<file path="src/rtl/bob_pkg.sv">
// bob_pkg: shared depth/width constants, FSM state type and the mod-48 pointer increment
// for the bob_except sequencer.
package bob_pkg;
    localparam int BOB_DEPTH = 48;
    localparam int BOB_PTR_W = 6;
    localparam logic [BOB_PTR_W-1:0] BOB_LAST = BOB_PTR_W'(BOB_DEPTH - 1);
    localparam logic [BOB_PTR_W-1:0] BOB_CNT_FULL = BOB_PTR_W'(BOB_DEPTH);

    typedef enum logic [1:0] {IDLE, VLD, FLUSH} bob_state_t;

    function automatic logic [BOB_PTR_W-1:0] bob_ptr_inc(input logic [BOB_PTR_W-1:0] p);
        return (p == BOB_LAST) ? '0 : p + 1'b1;
    endfunction
endpackage

</file>
<file path="src/rtl/bob_inflight_chk.sv">
// bob_inflight_chk: is entry a_i inside the occupied window [head,tail), with wrap;
// head==tail means empty unless full_i is set.
module bob_inflight_chk
    import bob_pkg::*;
(
    input  logic [BOB_PTR_W-1:0] a_i,
    input  logic [BOB_PTR_W-1:0] head_i,
    input  logic [BOB_PTR_W-1:0] tail_i,
    input  logic                 full_i,
    output logic                 hit_o
);
    assign hit_o = (a_i <= BOB_LAST) & (full_i | ((head_i <= tail_i) ?
                   (a_i >= head_i && a_i < tail_i) : (a_i >= head_i || a_i < tail_i)));
endmodule

</file>
<file path="src/rtl/bob_except_ctrl.sv">
// bob_except_ctrl: allocate/complete/retire sequencer for the 48-entry bob_except buffer.
// Define BOB_EXCEPT_CTRL_STATS_EN to add saturating retire/stall/flush counters.
module bob_except_ctrl
    import bob_pkg::*;
#(
    parameter int NDONE = 7
) (
    input  logic                       clk,
    input  logic                       rst,
    input  logic                       alloc_req,
    output logic                       alloc_gnt,
    output logic                       writeInit_wen,
    output logic [BOB_PTR_W-1:0]       writeInit_addr,
    input  logic [NDONE-1:0]           done_wen,
    input  logic [NDONE*BOB_PTR_W-1:0] done_addr,
    output logic                       read_step,
    output logic [BOB_PTR_W-1:0]       read_addr,
    output logic                       retire_valid,
    output logic [BOB_PTR_W-1:0]       retire_addr,
    input  logic                       retire_ack,
    input  logic                       flush_req,
    output logic [BOB_PTR_W-1:0]       count,
    output logic                       full,
    output logic                       empty
`ifdef BOB_EXCEPT_CTRL_STATS_EN
    ,
    output logic [31:0]                stat_retired,
    output logic [31:0]                stat_full_stall,
    output logic [15:0]                stat_flush
`endif
);
    localparam int PW = BOB_PTR_W;

    logic [PW-1:0] head_q, head_d, tail_q, tail_d, count_q, count_d, head_nxt;
    logic [BOB_DEPTH-1:0] done_q, done_d;
    bob_state_t state_q, state_d;
    logic [NDONE-1:0] infl;
    logic fire;

    assign full           = count_q == BOB_CNT_FULL;
    assign empty          = count_q == '0;
    assign count          = count_q;
    assign alloc_gnt      = alloc_req & ~full & ~flush_req & (state_q != FLUSH);
    assign writeInit_wen  = alloc_gnt;
    assign writeInit_addr = tail_q;
    assign retire_valid   = state_q == VLD;
    assign retire_addr    = head_q;
    assign fire           = retire_valid & retire_ack & ~flush_req;
    assign head_nxt       = bob_ptr_inc(head_q);

    for (genvar i = 0; i < NDONE; i++) begin : g_chk
        bob_inflight_chk u_chk (
            .a_i    (done_addr[i*PW +: PW]),
            .head_i (head_q),
            .tail_i (tail_q),
            .full_i (full),
            .hit_o  (infl[i])
        );
    end

    // Clear-on-alloc is applied last so it wins over a completion in the same cycle.
    always_comb begin
        head_d  = fire ? head_nxt : head_q;
        tail_d  = flush_req ? head_q : alloc_gnt ? bob_ptr_inc(tail_q) : tail_q;
        count_d = flush_req ? '0 : count_q + PW'(alloc_gnt) - PW'(fire);
        done_d  = done_q;
        for (int i = 0; i < NDONE; i++)
            if (done_wen[i] && infl[i]) done_d[done_addr[i*PW +: PW]] = 1'b1;
        if (fire) done_d[head_q] = 1'b0;
        if (alloc_gnt) done_d[tail_q] = 1'b0;
        if (flush_req) done_d = '0;
    end

    // On a retire the next head is prefetched immediately if already complete.
    always_comb begin
        state_d   = state_q;
        read_step = 1'b0;
        read_addr = head_q;
        if (flush_req) state_d = FLUSH;
        else if (state_q == FLUSH) state_d = IDLE;
        else if (state_q == IDLE && !empty && done_q[head_q]) begin
            read_step = 1'b1;
            state_d   = VLD;
        end else if (fire) begin
            read_addr = head_nxt;
            read_step = (count_q > PW'(1)) & done_q[head_nxt];
            state_d   = read_step ? VLD : IDLE;
        end
    end

    always_ff @(posedge clk or posedge rst) begin
        if (rst) begin
            head_q  <= '0;
            tail_q  <= '0;
            count_q <= '0;
            done_q  <= '0;
            state_q <= IDLE;
        end else begin
            head_q  <= head_d;
            tail_q  <= tail_d;
            count_q <= count_d;
            done_q  <= done_d;
            state_q <= state_d;
        end
    end

`ifdef BOB_EXCEPT_CTRL_STATS_EN
    logic [31:0] stat_retired_q, stat_full_stall_q;
    logic [15:0] stat_flush_q;

    always_ff @(posedge clk or posedge rst) begin
        if (rst) begin
            stat_retired_q    <= '0;
            stat_full_stall_q <= '0;
            stat_flush_q      <= '0;
        end else begin
            if (fire && ~&stat_retired_q) stat_retired_q <= stat_retired_q + 1'b1;
            if (alloc_req && full && ~&stat_full_stall_q) stat_full_stall_q <= stat_full_stall_q + 1'b1;
            if (flush_req && ~&stat_flush_q) stat_flush_q <= stat_flush_q + 1'b1;
        end
    end

    assign stat_retired    = stat_retired_q;
    assign stat_full_stall = stat_full_stall_q;
    assign stat_flush      = stat_flush_q;
`endif
endmodule

</file>
<file path="config.mk">
export PLATFORM = sky130hd
export DESIGN_NAME = bob_except_ctrl
export DESIGN_NICKNAME = d
export VERILOG_FILES = /design/src/rtl/bob_pkg.sv /design/src/rtl/bob_inflight_chk.sv /design/src/rtl/bob_except_ctrl.sv
export SDC_FILE = /design/constraint.sdc
export NUM_CORES = 1
export LEC_CHECK = 0
export CAP_MARGIN = 5
export CORE_MARGIN = 4
export CORE_UTILIZATION = 50
export DETAILED_ROUTE_END_ITERATION = 8
export GPL_ROUTABILITY_DRIVEN = 1
export MAX_ROUTING_LAYER = met4
export PLACE_DENSITY_LB_ADDON = 0.05
export SYNTH_ARGS = -nofsm -noshare
export SYNTH_HDL_FRONTEND = slang
export SYNTH_SLANG_ARGS = --single-unit
</file>
<file path="constraint.sdc">
create_clock -name clk -period 5.4 [get_ports clk]
set_input_delay 1.62 -clock clk [delete_from_list [all_inputs] [get_ports clk]]
set_output_delay 1.62 -clock clk [all_outputs]
set_load 0.005 [all_outputs]
</file>
[After elaboration in Yosys (flattened, before gate mapping)]
Cells that the tools add are included.
Word-level totals
  flip-flop bits (word level): 68
  bits of input ports: 54
  output and inout port bits: 30
Operators by class
  add/subtract/negate cells: 4
  magnitude comparators: 42
  equal/unequal tests: 6
  muxes and demuxes: 57
  bitwise operators: 33
  reduce and logical (&&, ||, !) cells: 37
Operators with widths (count)
  $mux 48: 10
  $or 48x48->48: 7
  $and 48x48->48: 2
  $not 48->48: 2
  $lt 6x7->1 const B: 10
  $demux 1 s6: 9
  $ge 6x1->1 const B: 9
  $mux 6: 9
  $ge 6x6->1: 7
  $le 6x6->1 const B: 7
  $lt 6x6->1: 7
  $logic_and 1x1->1: 25
  $mux 1: 23
  $eq 6x6->1 const B: 3
  $and 1x1->1: 13
  $add 6x1->6 const B: 2
  $bmux 1 s6: 2
  $mux 2: 4
  $logic_or 1x1->1: 7
  $or 1x1->1: 7
  $add 6x1->6: 1
  $gt 6x1->1 const B: 1
  $le 6x6->1: 1
  $logic_not 6->1: 1
  other kinds (9): 10

[Logic depth before layout (Yosys ltp)]
  word-level depth: 24
  gate-level depth with buffers: 14

[By module]
Synthesis repeated with hierarchy kept, for this count alone.
Second synthesis, totals
  cells, all modules: 1350
  area total of the unflattened synthesis: 10331.2 um^2
Modules (own cells, without submodules)
  bob_except_ctrl: instances 1, cells an instance 979, area each 7362.1 um^2, sequential area each 1701.6 um^2
  bob_inflight_chk: instances 7, cells an instance 53, area each 424.2 um^2, sequential area each 0.0 um^2

[Worst setup path after synthesis]
Ideal clock, no wire load.
  path kind: input port to output port
  from: input flush_req
  to: output writeInit_wen
  arrival time: 2755 ps
  required time: 3780 ps
  setup slack: 1025 ps
  stages on the path: 6
  path buffers: 3
  path through: clkbuf_1 clkinv_1 nand4_1 inv_1 clkbuf_1 buf_4
On the way
  word-level cells in the longest chain between the ends: 3
Ends and longest elaborated chain
  start: declaration: line bob_except_ctrl.sv:21  | input logic flush_req,
  $not 1->1: line bob_except_ctrl.sv:43  | assign alloc_gnt = alloc_req & ~full & ~flush_req & (state_q != FLUSH);
  $and 1x1->1 (2 in a row): line bob_except_ctrl.sv:43
  end: declaration: line bob_except_ctrl.sv:12  | output logic writeInit_wen,
No other way between the ends.

[Worst setup path after layout]
  from: register head_q[1] (netlist: retire_addr[1])
  to: output read_step
On the way
  word-level cells in the longest chain between the ends: 9
  elaborated cells on any way between the ends: 13
  those cells by class: 1 x add/sub; 1 x eq/ne; 9 x mux; 1 x bitwise; 1 x reduce/logical
Ends and longest elaborated chain
  start: declaration: line bob_except_ctrl.sv:34  | logic [PW-1:0] head_q, head_d, tail_q, tail_d, count_q, count_d, head_nxt;
  start signal: assignment: line bob_except_ctrl.sv:93  | head_q <= '0;
  start signal: assignment: line bob_except_ctrl.sv:99  | head_q <= head_d;
  $add 6x1->6 / $eq 6x6->1 (equally long branches): line bob_pkg.sv:12  | return (p == BOB_LAST) ? '0 : p + 1'b1;
  $mux 6: line bob_pkg.sv:12
  $bmux 1 s6: line bob_except_ctrl.sv:86  | read_step = (count_q > PW'(1)) & done_q[head_nxt];
  $mux 1 (not written as such): line bob_except_ctrl.sv:86
  $and 1x1->1: line bob_except_ctrl.sv:86
  $mux 1: line bob_except_ctrl.sv:84  | end else if (fire) begin
  $mux 1 (*): line bob_except_ctrl.sv:81  | else if (state_q == IDLE && !empty && done_q[head_q]) begin
  $mux 1 (*): line bob_except_ctrl.sv:80  | else if (state_q == FLUSH) state_d = IDLE;
  $mux 1 (*): line bob_except_ctrl.sv:79  | if (flush_req) state_d = FLUSH;
  end: declaration: line bob_except_ctrl.sv:16  | output logic read_step,
Every way passes the cells marked *; elsewhere a longest branch is shown, timed or not. The select of a mux whose other input is x is not followed.

==> metrics <==
Synth Area in Compound Gates=a little over a third; Post-Synth Simple-Gate Area=25.3%; final routed DRC violation total=0; Hold Vio Cnt, Final=0; clock sink count=a little under 70; switching power=roughly 2300 uW; logic gate share of total power=between 60% and 70%; largest family of logic cells by synthesized area=compound AO/OA/AOI/OAI gates; commonest non-fill, non-tap cell in the layout=nand2_1; setup TNS=0 ns; ys flop type=dfrtp_1; final hold slack=0.510 ns; clk_lat worst skew=0.37 ns; GR met2 Demand/Resource=68.5%; Yosys warning count=0; clk root buf=clkbuf_16; Final nets=1638; Post-synth EDFFs=0; Post-Route WL=60.0 mm; vias in the first global route=12.7k; final global-route overflow total=0; worst flop-to-flop path startpoint=retire_addr[0]; sequential area share after synthesis=16.7%; PortBufs=83; M1 GR Usage=62.3%; most frequent cells in the layout=nand2_1 (157), nor2_1 (116), buf_4 (102), a21oi_1 (97), ha_1 (94); placer congestion estimate=1.22; fmax=190 MHz; Cell variety after synth=91; Post-Syn Nets=between 1.5k and 2k; leakage power=0.00468 uW; placed cell count=1741; Sw Share=53.9%; Internal=1930 uW; per-cell routed wire length=34.1 um; Hold Path Depth=2; DPL Wire Length=between 40 and 50 mm; period utilisation layout=97.7%; fillers=1829; CTS tree=done; Layout area overhead=19.2%; CTS max path bufs=2; Min Clock Period, post-route=5.28 ns; worst reg2reg endpoint=done_q[0]; first-pass GRT wire length=84.4 mm; die area=22700 um^2; drt first pass iters=8; final slew viol count=0; RSZ-0062 raised after global routing=no; cell count after synthesis=~1.4k; MaxCap Viol Count=0; routed vias=13.7k; R2R cell count=12; Starting Density=between 50% and 60%; xor/xnor share of the synthesized area=0.774%; CP Launch Type=flop; Die W=~150 um; initial antenna violation count=3; Flop pwr share=about 15%; Clock Power Share=16.2%; Syn Area/Cell=~7.5 um^2; FF+latch count, synth=68; hold_buf cts=0; Total Power=4190 uW; row count=51; largest net degree at the start of global routing=51; fraction of registers with async set/reset=100%; Tightest Hold Check Type=reg -> reg; GR Util All Layers=53.3%; CP Class=reg -> out; GR peak layer=met2; depth of the CTS H-tree=3; status=finished, final reports clean; PwrDens=345 nW/um^2; worst slew pin tran=~1.4 ns; Ports=84; Worst setup EP type=output port; initial DRC count=2628; layout cells sized above 1=10.7%; Reg clk slew, reported paths=0.07 ns; Max FO, Critical Path=6; Hold Startpoint=state_q[0]; CTS buffer count=9; Critical Path AT=about 3.7 ns; ANT nets after route=0; Vias/cell=7.80; Hold Crit Endpoint=state_q[1]; skew final=~0.012 ns; synthesized-area fraction occupied by adder cells=12.8%; reg-to-reg slack, setup=0.83 ns; Netlist Area Pre-Place=10200 um^2; grt met3 use=between 20% and 30%; slew margin rel.=approximately 5.8%; # setup viols final=0; Crit path required time=~3.8 ns; die height=between 150 and 200 um; mux cell area share after synthesis=about 4.9%; post-route insts no fill=1762; VDD IR max=321 uV; core area=19800 um^2
[metal layers]
metal | vias up | part of all wire [%]
met1 | 6399 | 35
met5 | - | 0
li1 | 5605 | -
met3 | 411 | 18
met2 | 1331 | 38
met4 | 0 | 10
[worst max-delay path by stage]
stage / from / endpoint / slack (ns) / depth (start not counted)
final: retire_addr[1] / read_step / 0.12 / 11
after global placement: done_addr[0] / done_q[5] / 0.22 / 11
after floorplan: flush_req / writeInit_wen / 1.02 / 6
after global routing: retire_addr[1] / read_step / 0.008 / 10
after CTS: retire_addr[1] / read_step / 0.08 / 11
after detailed placement: done_addr[0] / done_q[5] / 0.15 / 11
[state kept, by name (all words and copies together) (netlist names)]
register and cells:
count 6, done_q 48, retire_addr 6, state_q 2, writeInit_addr 6
[timing repair]
item / CTS / global route
setup buffers: 0 / 2
setup endpoints to repair: 0 / 1
gates resized for setup: 0 / 1
[power groups by stage]
stage               sequential, uW  combinational, uW  clock (uW)
detailed placement             648               2660           0
global placement               646               2620           0
CTS                            639               2680         669
floorplan                      632               1510           0
global route                   646               2930         686
finish                         645               2870         679
[cell type report]
cell class | count | area (um^2) | share of cell area (%)
clock inverters | 6 | 90.1 | 0.742
multi-input cells | 1176 | 8000 | 65.9
diodes | 3 | 7.51 | 0.0618
clock buffers | 10 | 229 | 1.89
repair buffers | 185 | 1590 | 13.1
flip-flops and latches | 68 | 1700 | 14.0
inverters | 49 | 184 | 1.52
well taps | 265 | 332 | 2.73
[per-stage QoR]
stage               utilization, %  setup slack [ns]  instance area [um^2]
floorplan                        -              1.02                 10200
global placement              59.6             0.216                 11800
detailed placement            59.6             0.148                 11800
CTS                           61.2            0.0772                 12100
global route                  61.4           0.00753                 12100
finish                        61.4             0.124                 12100
[cells in the mapped netlist, types with 21 or more instances]
cell	count	area share, %
a211oi_1	33	2.4
a21oi_1	97	4.8
a221oi_1	36	3.1
a22oi_1	32	2.4
a31oi_1	54	3.3
and3_1	41	2.5
clkbuf_1	53	2.0
dfrtp_1	68	17
ha_1	94	12
inv_1	47	1.7
nand2_1	157	5.8
nand3_1	43	2.1
nor2_1	116	4.3
nor2b_1	34	2.1
nor3_1	45	2.2
o21ai_0	61	3.0
o221ai_1	21	1.8
[worst max-delay path, cell delays in order, from the launching register on]
cell and delay, ns:
dfrtp_1 0.41, ha_1 0.26, and2_1 0.29, a21oi_4 0.31, buf_4 0.23, mux4_2 0.50
mux2_1 0.32, o21ai_1 0.19, a211o_1 0.15, or3_1 0.10, a21oi_1 0.06, clkdlybuf4s50_1 0.48
[kinds of logic after synthesis]
kind of cell,Yosys count
buffers and inverters,122
XOR/XNOR,9
AND/OR/NAND/NOR,526
adder cells (fa/ha/maj),105
multiplexers,33
AO/OA/AOI/OAI,503
flip-flops,68
Power figures use the tool's default switching activity.
